==> src/rtl/pico_ctrl_core.sv <==
// PicoCtrl execution core: fetches from a combinational ROM and executes
// one conditional write/jump/halt instruction per enabled clock.
module pico_ctrl_core #(
  parameter int ADDR_W = 5,
  parameter int DATA_W = 8
) (
  input  logic              clk,
  input  logic              reset,
  input  logic              en,
  input  logic [6:0]        cond_in,
  input  logic              resume,
  output logic [ADDR_W-1:0] rom_addr,
  input  logic [15:0]       rom_data,
  output logic [DATA_W-1:0] port0_out,
  output logic [DATA_W-1:0] port1_out,
  output logic [DATA_W-1:0] port2_out,
  output logic [DATA_W-1:0] port3_out,
  output logic [3:0]        port_we,
  output logic              retire,
  output logic              halted
);

  typedef enum logic {
    RUN  = 1'b0,
    HALT = 1'b1
  } state_e;

  localparam logic [1:0] ACT_NOP = 2'b00;
  localparam logic [1:0] ACT_WR  = 2'b01;
  localparam logic [1:0] ACT_JMP = 2'b10;
  localparam logic [1:0] ACT_HLT = 2'b11;

  state_e              state_q;
  logic [ADDR_W-1:0]   pc_q;
  logic [DATA_W-1:0]   port_q [4];
  logic [3:0]          port_we_q;
  logic                retire_q;
  logic                halted_q;
  logic [6:0]          sync1_q;
  logic [6:0]          sync2_q;

  logic [7:0]          cvec;
  logic [2:0]          cidx;
  logic                cexp;
  logic [1:0]          act;
  logic [1:0]          ridx;
  logic [DATA_W-1:0]   imm;
  logic                cond_ok;
  logic [ADDR_W-1:0]   pc_inc;
  logic [ADDR_W-1:0]   jmp_tgt;

  // c0 is a constant zero so that i=0,v=0 means "always"
  assign cvec    = {sync2_q, 1'b0};
  assign cidx    = rom_data[15:13];
  assign cexp    = rom_data[12];
  assign act     = rom_data[11:10];
  assign ridx    = rom_data[9:8];
  assign imm     = rom_data[DATA_W-1:0];
  assign cond_ok = (cvec[cidx] == cexp);
  assign pc_inc  = pc_q + ADDR_W'(1);
  assign jmp_tgt = rom_data[ADDR_W-1:0];

  always_ff @(posedge clk) begin
    if (reset) begin
      sync1_q <= '0;
      sync2_q <= '0;
    end else begin
      sync1_q <= cond_in;
      sync2_q <= sync1_q;
    end
  end

  always_ff @(posedge clk) begin
    if (reset) begin
      state_q   <= RUN;
      pc_q      <= '0;
      port_we_q <= '0;
      retire_q  <= 1'b0;
      halted_q  <= 1'b0;
      for (int k = 0; k < 4; k++) begin
        port_q[k] <= '0;
      end
    end else begin
      port_we_q <= '0;
      retire_q  <= 1'b0;
      unique case (state_q)
        RUN: begin
          if (en) begin
            retire_q <= 1'b1;
            pc_q     <= pc_inc;
            unique case (act)
              ACT_WR: begin
                if (cond_ok) begin
                  port_q[ridx] <= imm;
                  port_we_q    <= 4'b0001 << ridx;
                end
              end
              ACT_JMP: begin
                if (cond_ok) begin
                  pc_q <= jmp_tgt;
                end
              end
              ACT_HLT: begin
                if (cond_ok) begin
                  state_q  <= HALT;
                  halted_q <= 1'b1;
                end
              end
              ACT_NOP: ;
              default: ;
            endcase
          end
        end
        HALT: begin
          if (resume) begin
            state_q  <= RUN;
            halted_q <= 1'b0;
          end
        end
        default: ;
      endcase
    end
  end

  assign rom_addr  = pc_q;
  assign port0_out = port_q[0];
  assign port1_out = port_q[1];
  assign port2_out = port_q[2];
  assign port3_out = port_q[3];
  assign port_we   = port_we_q;
  assign retire    = retire_q;
  assign halted    = halted_q;

endmodule

==> config.mk <==
export PLATFORM = sky130hd
export DESIGN_NAME = pico_ctrl_core
export DESIGN_NICKNAME = d
export VERILOG_FILES = /design/src/rtl/pico_ctrl_core.sv
export SDC_FILE = /design/constraint.sdc
export NUM_CORES = 1
export LEC_CHECK = 0
export BUFFER_PORTS_ARGS = -buffer_cell sky130_fd_sc_hd__buf_2
export CORE_MARGIN = 1.5
export CORE_UTILIZATION = 50
export DETAILED_ROUTE_END_ITERATION = 12
export GPL_TIMING_DRIVEN = 0
export PLACE_DENSITY = 0.78
export SLEW_MARGIN = 15
export SYNTH_ARGS = -nofsm -noshare
export SYNTH_HDL_FRONTEND = slang
export SYNTH_SLANG_ARGS = --single-unit
export TNS_END_PERCENT = 20
==> constraint.sdc <==
create_clock -name clk -period 6.5 [get_ports clk]
set_clock_uncertainty 0.1 [all_clocks]
set_input_delay 0 -clock clk [delete_from_list [all_inputs] [get_ports clk]]
set_output_delay 0 -clock clk [all_outputs]
set_load 0.05 [all_outputs]
Word level (Yosys, flattened, before mapping)
Memory sizes are Yosys's and may differ from the RTL's.
Cells that the tools add are included.
{"block": "classes", "addsub": 1, "order_cmp": 1, "eq_ne": 8, "shifts": 1, "muxes": 25, "n_bitwise": 4, "n_reduce_logical": 5}
{"op": "two-way mux 1 bit", "count": 18}
{"op": "two-way mux 5 bit", "count": 2}
{"op": "two-way mux 8 bit", "count": 1}
{"op": "OR reduction 8 bit", "count": 1}
{"op": "!= test 2 bit (second input constant)", "count": 3}
{"op": "adder 5 x 1 -> 5 bit (second input constant)", "count": 1}
{"op": "OR reduction 5 bit", "count": 1}
{"op": "equality test 2 bit (second input constant)", "count": 2}
{"op": "less-than comparator 3 x 4 -> 1 bit (second input constant)", "count": 1}
{"op": "inverter 1 bit", "count": 4}
{"op": "case mux 1 bit (2 select lines)", "count": 2}
{"op": "AND reduction 4 bit", "count": 1}
{"op": "<< shifter 1 x 2 -> 4 bit (first input constant)", "count": 1}
{"op": "binary-select mux 1 bit (select 3 bit)", "count": 1}
{"op": "equality test 2 x 1 -> 1 bit (second input constant)", "count": 1}
{"op": "two-way mux 2 bit", "count": 1}
{"op": "!= test 2 x 1 -> 1 bit (second input constant)", "count": 1}
{"op": "AND reduction 2 bit", "count": 1}
{"op": "OR reduction 2 bit", "count": 1}
{"op": "equality test 1 bit", "count": 1}
{"block": "totals", "reg_bits": 26, "mem_bits_rw": 32, "input_bits": 27, "word_cells": 53, "n_memories": 1}
{"memory": "port_q", "words": 4, "word_bits": 8, "rd": 4, "rd_clocked_by_memory_dff": 0, "write_ports": 4, "line": "35", "source": "logic [DATA_W-1:0] port_q [4];"}

Depth between registers and ports, before layout
Gate-level depths: netlist of run 1.
{"block": "depth", "word_depth": 11, "ltp_mapped": 7, "depth_no_buf": 5}

Worst setup path before layout of run 1
OpenSTA, ideal clock, no wires.
{"block": "synth_path", "path_type": "flip-flop to flip-flop", "start": "register sync2_q[0]", "end": "memory port_q[0][0], enable pin", "setup_ns": 0.387, "arrival_time_ns": 2.378, "slack_ns": 3.635, "stages_incl_launch_ff": 8, "path_buffers": 2, "period_less_slack_ns": 2.865, "path_cell_list": "dfxtp_1 -> mux2_4 -> a221oi_2 -> nor3_1 -> or4_1 -> buf_2 -> buf_2 -> o31ai_1"}
{"item": "from (decl)", "line": "40", "source": "logic [6:0] sync2_q;"}
{"item": "from (signal assigned)", "line": "69", "source": "sync2_q <= sync1_q;"}
{"item": "to (decl)", "line": "35"}

==> flow_metrics.tcl, run 1 <==
set metrics [dict create \
    viasPerCell 5.26 \
    area_delta_synth_final_pct 32.6 \
    tns_ns 0 \
    synth_top_family_by_area "simple AND/OR/NAND/NOR gates" \
    cts-htree-levels 3 \
    cp.arrival_ns 3.08 \
    nets 321 \
    layout.cells.most_common "buf_2" \
    dpl.hpwl_um 3390 \
    max_freq_mhz 309 \
    antenna_found_initial 0 \
    path_class "reg -> reg" \
    cts.repair.resized 0 \
    io_pins 70 \
    grt.overflow.total 0 \
    finalCritPeriodShare_pct 49.8 \
    clock-sinks 58 \
    netlist_instances 197 \
    synth_xor_area_share_pct 0 \
    setup_viol 0 \
    end_kind "flip-flop" \
    post-route-drc-count 0 \
    port_buffers 69 \
    hold_violations 0 \
    syn_area_um2 2330 \
    drt_iter0_drc 196 \
    crit_path_start_kind "flip-flop" \
    vdd_drop_max_v 0.000144 \
    synth.net_count 225 \
    firstDrtPassIters 4 \
    grt_pass1_wl_um 7760 \
    rows 24 \
    synthTopCellsByArea "edfxtp_1 (41%), dfxtp_1 (22%), nor2b_1 (4.6%), nor4_1 (4.0%), nor3_1 (3.9%)" \
    drive_above_1_share_pct 34.6 \
    power_leakage_nw 1.29 \
    start_util_pct 52.9 \
    grt_max_degree 11 \
    root_buffer "clkbuf_8" \
    layout_common_cells "buf_2 (72), edfxtp_1 (32), dfxtp_1 (26), nor3_1 (18), nor2b_1 (17)" \
    ys_seq_area_share_pct 63.5 \
    num_vias 1842 \
    r2r_slack_ns 3.26 \
    worst_path_most_repeated_cell "buf_2" \
    ys.warnings.count 0 \
    yosysTopAreaCellShare_pct 41.2 \
    yosysTopAreaCell "edfxtp_1" \
    power.density_nw_per_um2 262 \
    grt_usage_pct 20.3 \
    rsz0062_at_grt "false" \
    synth_seq_cells 58 \
    whs_path_depth 3 \
    max-clock-path-buffers 2 \
    path_clk_slew_ns 0.06 \
    fin_area_um2 3100 \
    synthAdderAreaFrac_pct 0.536 \
    coreArea_um2 4410 \
    hp-start "rom_data[7]" \
    die_x_um 71.3 \
    ff2ff_path_depth 7 \
    detailed_place.area_um2 2750 \
    fillers 323 \
    drv_cap 0 \
    crit_fanout 10 \
    critPathRequiredTime_ns 6.34 \
    cts_tree "done" \
    die_h_um 71.3 \
    synth_compound_area_share_pct 6.27 \
    wl_um 4920 \
    r2r-end "port_q[3][1]" \
    detail-route-antenna-nets 0 \
    relSlewSlack_pct 21.6 \
    cts_buffers 9 \
    antenna_cells 0 \
    holdPathEnd "port_q[3][7]" \
    globalplace.congestion 0.885 \
    min_period_ns 3.24 \
    clock_latency_ns 0.33 \
    tightest_slew_ns 1.17 \
    synth_cell_types 31 \
    synthSimpleGateAreaFrac_pct 23.2 \
    wl_per_cell_um 14.1 \
    critPathSlowestCell "o31ai_1" \
    die-area_um2 5090 \
    slowest_delay_ns 0.94 \
    synth_area_per_cell_um2 11.9 \
    status "finished, final reports clean" \
    grt_pass1_vias 1687 \
    slew_violations 0 \
    timing.rr.start "sync2_q[0]" \
    worstPathCellList "mux2_4 > a221oi_2 > nor3_1 > or4_1 > buf_2 > buf_2 > o31ai_1" \
    synthMuxAreaShare_pct 1.61 \
    hold_class "in -> reg" \
]
[report_power, final]
| part | switching [mW] | internal [mW] |
|---|---|---|
| logic | 0.0754 | 0.0327 |
| clock network | 0.140 | 0.157 |
| registers | 0.00551 | 0.400 |
[layer usage]
layer,routed length (um),part of all wire (%),track usage (%),vias up
li1,-,-,-,919
met1,2130,43,24.5,844
met2,2410,49,33.2,73
met3,321,6.5,6.47,6
met4,65,1.3,9.43,0
met5,0,0,0,-
[area by class of cell]
type                            instances  area [um^2]  share of cell area (%)
Tap cell                               52         65.1                    2.10
Timing Repair Buffer                   85          505                    16.3
Sequential cell                        58         1480                    47.9
Buffer                                 15         75.1                    2.43
Inverter                               11         41.3                    1.33
Multi-Input combinational cell        113          747                    24.1
Clock inverter                          5         28.8                   0.930
Clock buffer                           11          151                    4.89
[worst max path at each step]
stage,start,endpoint,slack (ns),depth (start not counted)
floorplan,sync2_q[0],port_q[0][0],3.64,7
global placement,sync2_q[0],port_q[2][7],3.28,7
detailed placement,sync2_q[0],port_q[2][2],3.19,7
CTS,sync2_q[0],port_q[2][1],3.18,7
global route,sync2_q[4],port_q[3][5],3.10,7
finish,sync2_q[0],port_q[3][1],3.26,7
[synthesized netlist by cell type]
cell type / number
nand2b_1: 4
nor3_1: 18
buf_2: 3
nand3_1: 3
o31ai_1: 6
nor2_1: 2
clkbuf_1: 8
clkinv_1: 2
a31oi_1: 5
nor2b_1: 17
or4b_2: 1
nor4_1: 15
buf_6: 2
o21ai_0: 1
nor4_2: 6
a21oi_1: 2
buf_1: 2
o32ai_1: 3
o22ai_1: 1
and2_1: 2
ha_1: 1
nor3b_1: 1
or4_1: 6
o21a_1: 1
nand2_1: 14
dfxtp_1: 26
mux2_4: 1
inv_1: 9
a221oi_2: 1
mux2_2: 2
edfxtp_1: 32
[sequential cells by signal (all words and copies together), names as in the netlist]
| signal | cells |
|---|---|
| halted | 1 |
| port_q | 32 |
| port_we | 4 |
| retire | 1 |
| rom_addr | 5 |
| state_q | 1 |
| sync1_q | 7 |
| sync2_q | 7 |
[critical path: cells and delay by family (launching register included)]
family                 cells  cell delay, ns
AND/OR/NAND/NOR            2            0.58
flip-flops                 1            0.30
AO/OA/AOI/OAI              2            1.25
multiplexers               1            0.26
buffers and inverters      2            0.35
[logic make-up (layout without fill, tap and decap cells)]
family,Yosys count,count (layout)
buf+inv,26,127
simple gates,89,89
mux,3,3
fa+ha+maj,1,1
flops,58,58
compound gates,20,20
[stage by stage]
step | utilization (%) | cells | power [mW] | hold WS, ns | setup slack (ns)
2_1_floorplan | - | 197 | 0.484 | 0.0282 | 3.64
3_3_place_gp | 62.2 | 318 | 0.512 | 0.107 | 3.28
3_5_place_dp | 62.2 | 318 | 0.514 | 0.112 | 3.19
4_1_cts | 69.9 | 350 | 0.813 | 0.0126 | 3.18
5_1_grt | 70.1 | 350 | 0.840 | 0.0282 | 3.10
6_report | 70.1 | 350 | 0.810 | 0.0381 | 3.26
[what timing repair did]
item,CTS,global route
buffers inserted,0,0
setup endpoints to repair,0,0
hold buffers,16,0
endpoints found under the hold margin,15,0
Note: power is estimated with default switching activity, not from simulation.
==> run 2, diff against run 1 <==
CORE_UTILIZATION = 46   (was 50)
PLACE_DENSITY = 0.75   (was 0.78)
clock period = 2.9 ns   (was 6.5 ns; I/O delays follow)
==> flow_metrics.tcl, run 2 (same netlist as run 1, synthesis figures left out) <==
set metrics [dict create \
    status "finished, final reports clean" \
    grt_pass1_wl_um 8110 \
    crit_fanout 10 \
    tns_ns 0 \
    cts-htree-levels 3 \
    hold_violations 0 \
    p_comb_share_pct 13.3 \
    power.switching_mw 0.493 \
    antenna_found_initial 0 \
    grt.overflow.total 0 \
    use_met3_pct 3.93 \
    post-route-drc-count 0 \
    vdd_drop_max_v 0.000328 \
    globalplace.congestion 0.838 \
    finalCritPeriodShare_pct 94.0 \
    end_kind "flip-flop" \
    io_pins 70 \
    rows 25 \
    power_switching_share_pct 26.2 \
    wl_per_cell_um 14.7 \
    port_buffers 69 \
    drt_iter0_drc 192 \
    die_h_um 74.2 \
    hold_class "in -> reg" \
    min_period_ns 2.72 \
    use_met2_pct 32.3 \
    clock-sinks 58 \
    nets 320 \
    wl_um 5360 \
    die-area_um2 5510 \
    grt_util_met1_pct 26.0 \
    path_clk_slew_ns 0.06 \
    reg_top3 "port_q x32, sync1_q x7, sync2_q x7" \
    pwr-share-seq_pct 48.3 \
    coreArea_um2 4820 \
    area_delta_synth_final_pct 35.3 \
    cts_tree "done" \
    layout.cells.most_common "buf_2" \
    antenna_cells 0 \
    busiest_layer "met2" \
    num_vias 1883 \
    viasPerCell 5.17 \
    cts_setup_buffers 0 \
    power.internal_mw 1.39 \
    setup_viol 0 \
    path_class "reg -> reg" \
    slew_violations 0 \
    firstDrtPassIters 4 \
    cts_buffers 9 \
    drv_cap 0 \
    die_x_um 74.2 \
    power.density_nw_per_um2 596 \
    relSlewSlack_pct 58.7 \
    max-clock-path-buffers 2 \
    crit_path_start_kind "flip-flop" \
    tightest_slew_ns 0.620 \
    cp.arrival_ns 2.90 \
    p_total_mw 1.88 \
    grt_max_degree 11 \
    power_leakage_nw 1.29 \
    largest_register "port_q" \
    root_buffer "clkbuf_8" \
    drive_above_1_share_pct 34.7 \
    critPathRequiredTime_ns 3.07 \
    grt_pass1_vias 1688 \
    max_freq_mhz 367 \
    clock_latency_ns 0.33 \
    largest_register_ffs 32 \
    layout_common_cells "buf_2 (72), edfxtp_1 (32), dfxtp_1 (26), nor3_1 (18), nor2b_1 (17)" \
    detail-route-antenna-nets 0 \
    start_util_pct 48.5 \
    grt_usage_pct 20.4 \
    clkPwrFrac_pct 38.4 \
    rsz0062_at_grt "false" \
    dpl.hpwl_um 3490 \
]
[run 2: what timing repair did]
action                                 CTS  global route
endpoints found under the hold margin   13             0
pin swaps                                0             0
hold buffers                            15             0
resized for setup                        4             6
gates cloned                             0             0
setup endpoints to repair               32            33
[run 2: cell type report]
| cell class | count | area [um^2] |
|---|---|---|
| Fill cell | 385 | 1660 |
| Sequential cell | 58 | 1480 |
| Multi-Input combinational cell | 113 | 792 |
| Timing Repair Buffer | 84 | 495 |
| Clock buffer | 13 | 149 |
| Tap cell | 67 | 83.8 |
| Buffer | 15 | 76.3 |
| Inverter | 11 | 41.3 |
| Clock inverter | 3 | 40.0 |
[run 2: critical path, cell delays in order (launching register included)]
cell and delay (ns):
dfxtp_1 0.30, mux2_4 0.26, a221oi_2 0.30, nor3_1 0.10, clkbuf_2 0.19, or4b_2 0.67
a21oi_1 0.15, dlygate4sd3_1 0.58
[run 2: worst paths after layout]
kind,from,end,slack [ns],cells after the start
min reg2reg,sync1_q[1],sync2_q[1],0.34,1
min,rom_data[5],port_q[0][5],0.03,3
max,sync2_q[0],halted,0.18,7
max reg2reg,sync2_q[0],halted,0.18,7
[run 2: power by group through the flow]
stage                     clock network, mW  logic [mW]  registers (mW)
after global placement                    0       0.221           0.926
after global routing                  0.771       0.267           0.912
after CTS                             0.724       0.243           0.909
after floorplan                           0      0.0824            1.00
after detailed placement                  0       0.225           0.927
final                                 0.723       0.251           0.909
[run 2: stage by stage]
step	instance area, um^2	std cells	hold slack [ns]	util, %	setup WS (ns)
finish	3160	364	0.0324	65.6	0.175
global route	3160	364	0.0411	65.6	0.0575
CTS	3120	364	0.00766	64.8	0.00615
detailed placement	2760	333	0.113	57.4	-0.316
global placement	2760	333	0.107	57.4	-0.299
floorplan	2330	197	0.0282	-	0.0354
[run 2: routing by layer]
layer	up-vias	wire length (um)
met1	854	2300
met4	0	140
met5	-	0
met2	94	2590
li1	918	-
met3	17	324
==> run 3, diff against run 2 <==
REMOVE_ABC_BUFFERS = 1   (was unset)
==> flow_metrics.tcl, run 3 (same netlist as run 1, synthesis figures left out) <==
set metrics [dict create \
    post-route-drc-count 0 \
    globalplace.congestion 0.799 \
    vdd_drop_max_v 0.000302 \
    path_delay_family "simple AND/OR/NAND/NOR gates" \
    timing.rr.start "sync2_q[0]" \
    dpl.hpwl_um 3120 \
    num_vias 1763 \
    die-area_um2 5510 \
    drive_above_1_share_pct 35.7 \
    ff2ff_path_depth 5 \
    grt.overflow.total 0 \
    io_pins 70 \
    detailed_place.area_um2 2690 \
    hold_violations 0 \
    cp.arrival_ns 2.66 \
    start_util_pct 48.5 \
    register_area_um2 1480 \
    rsz0062_at_grt "true" \
    cts-htree-levels 3 \
    fillers 414 \
    wl_per_cell_um 14.0 \
    multiInputGateArea_um2 801 \
    max_freq_mhz 356 \
    power_leakage_nw 1.27 \
    antenna_cells 0 \
    die_h_um 74.2 \
    worstPathCellList "mux2_4 > a221oi_2 > nor3_2 > or4_4 > o31ai_4" \
    cts_tree "done" \
    grt_pass1_vias 1588 \
    holdPathEnd "port_q[3][5]" \
    max-clock-path-buffers 2 \
    cp_num_buf_inv 0 \
    setup_viol 0 \
    finalCritPeriodShare_pct 96.8 \
    critPathRequiredTime_ns 2.76 \
    grt_pass1_wl_um 7560 \
    critPathSlowestCell "or4_4" \
    end_kind "flip-flop" \
    slowest_delay_ns 0.76 \
    path_class "reg -> reg" \
    antenna_found_initial 0 \
    layout.cells.most_common "buf_2" \
    root_buffer "clkbuf_8" \
    final_core_util_pct 64.5 \
    viasPerCell 5.04 \
    grt_usage_pct 18.5 \
    port_buffers 69 \
    power.density_nw_per_um2 588 \
    status "finished, final reports clean" \
    layout_common_cells "buf_2 (69), edfxtp_1 (32), dfxtp_1 (26), nor2b_1 (17), nor3_1 (17)" \
    slew_violations 0 \
    holdWs_ns 0.0368 \
    r2r-end "port_q[3][4]" \
    tightest_slew_ns 0.669 \
    detail-route-antenna-nets 0 \
    cts_buffers 9 \
    largest_register_ffs 32 \
    p_total_mw 1.83 \
    hold_class "in -> reg" \
    grt_max_degree 41 \
    drt_iter0_drc 108 \
    coreArea_um2 4820 \
    path_clk_slew_ns 0.06 \
    clock-sinks 58 \
    drv_cap 0 \
    crit_path_start_kind "flip-flop" \
    largest_register "port_q" \
    whs_path_depth 3 \
    setup_ws_ns 0.0926 \
    rows 25 \
    r2r_slack_ns 0.09 \
    firstDrtPassIters 4 \
    crit_fanout 40 \
    nets 306 \
    reg_top3 "port_q x32, sync1_q x7, sync2_q x7" \
    hp-start "rom_data[5]" \
    area_delta_synth_final_pct 33.0 \
    relSlewSlack_pct 55.1 \
    fin_area_um2 3110 \
    dp_slack_ns -0.830 \
    wl_um 4900 \
    die_x_um 74.2 \
    clock_latency_ns 0.32 \
    min_period_ns 2.81 \
]
==> run 3: cell types whose count changed in the layout (fill, tap and decap cells not counted), moves of 2 or more <==
cell / before / now
clkbuf_1: 10 / 2
buf_1: 2 / 0
clkbuf_8: 10 / 12
buf_6: 2 / 0
buf_2: 72 / 69
==> run 3: final cells by class <==
| type | count | share of cell area [%] |
|---|---|---|
| multi-input cells | 113 | 25.8 |
| well taps | 67 | 2.70 |
| clock buffers | 14 | 5.56 |
| repair buffers | 85 | 16.6 |
| inverters | 11 | 1.33 |
| clock inverters | 2 | 0.322 |
| flip-flops and latches | 58 | 47.7 |
==> run 3: stage by stage <==
stage	TNS [ns]	instances
2_1_floorplan	-12.59	182
3_3_place_gp	-30.54	318
3_5_place_dp	-25.69	318
4_1_cts	0	349
5_1_grt	-0.00378	350
6_report	0	350
==> run 3: worst max path at each step <==
stage                           from           end  slack, ns  depth (start not counted)
final                     sync2_q[0]  port_q[3][4]       0.09                          5
after floorplan           sync2_q[0]  port_q[0][0]      -0.39                          5
after global placement    sync2_q[0]  port_q[0][5]      -0.90                          5
after detailed placement  sync2_q[0]  port_q[0][5]      -0.83                          5
after CTS                 sync2_q[0]  port_q[3][4]       0.07                          5
after global routing      sync2_q[0]  port_q[3][4]     -0.002                          5
==> run 3: power by group <==
| part | leakage, nW | internal, mW | switching, mW |
|---|---|---|---|
| clock | 0.0965 | 0.378 | 0.294 |
| combinational | 0.613 | 0.0722 | 0.173 |
| sequential | 0.557 | 0.897 | 0.0123 |
==> run 3: worst reg2reg max path, stage by stage (launching register included) <==
cell and delay, ns:
dfxtp_1 0.30, mux2_4 0.27, a221oi_2 0.33, nor3_2 0.17, or4_4 0.77, o31ai_4 0.51
==> run 3: layer usage <==
| layer | track usage (%) | routed length (um) | share of wire [%] | vias to the layer above |
|---|---|---|---|---|
| li1 | - | - | - | 895 |
| met5 | 0 | 0 | 0 | - |
| met1 | 24.3 | 2200 | 45 | 814 |
| met4 | 9.49 | 71 | 1.4 | 0 |
| met3 | 4.34 | 190 | 3.9 | 6 |
| met2 | 28.9 | 2440 | 50 | 48 |
==> run 3: repair_timing <==
action,CTS,global route
buffers inserted,0,1
hold endpoints to repair,13,0
setup endpoints to repair,32,10
hold buffers,15,0
gates resized for setup,9,0
pin swaps,0,1
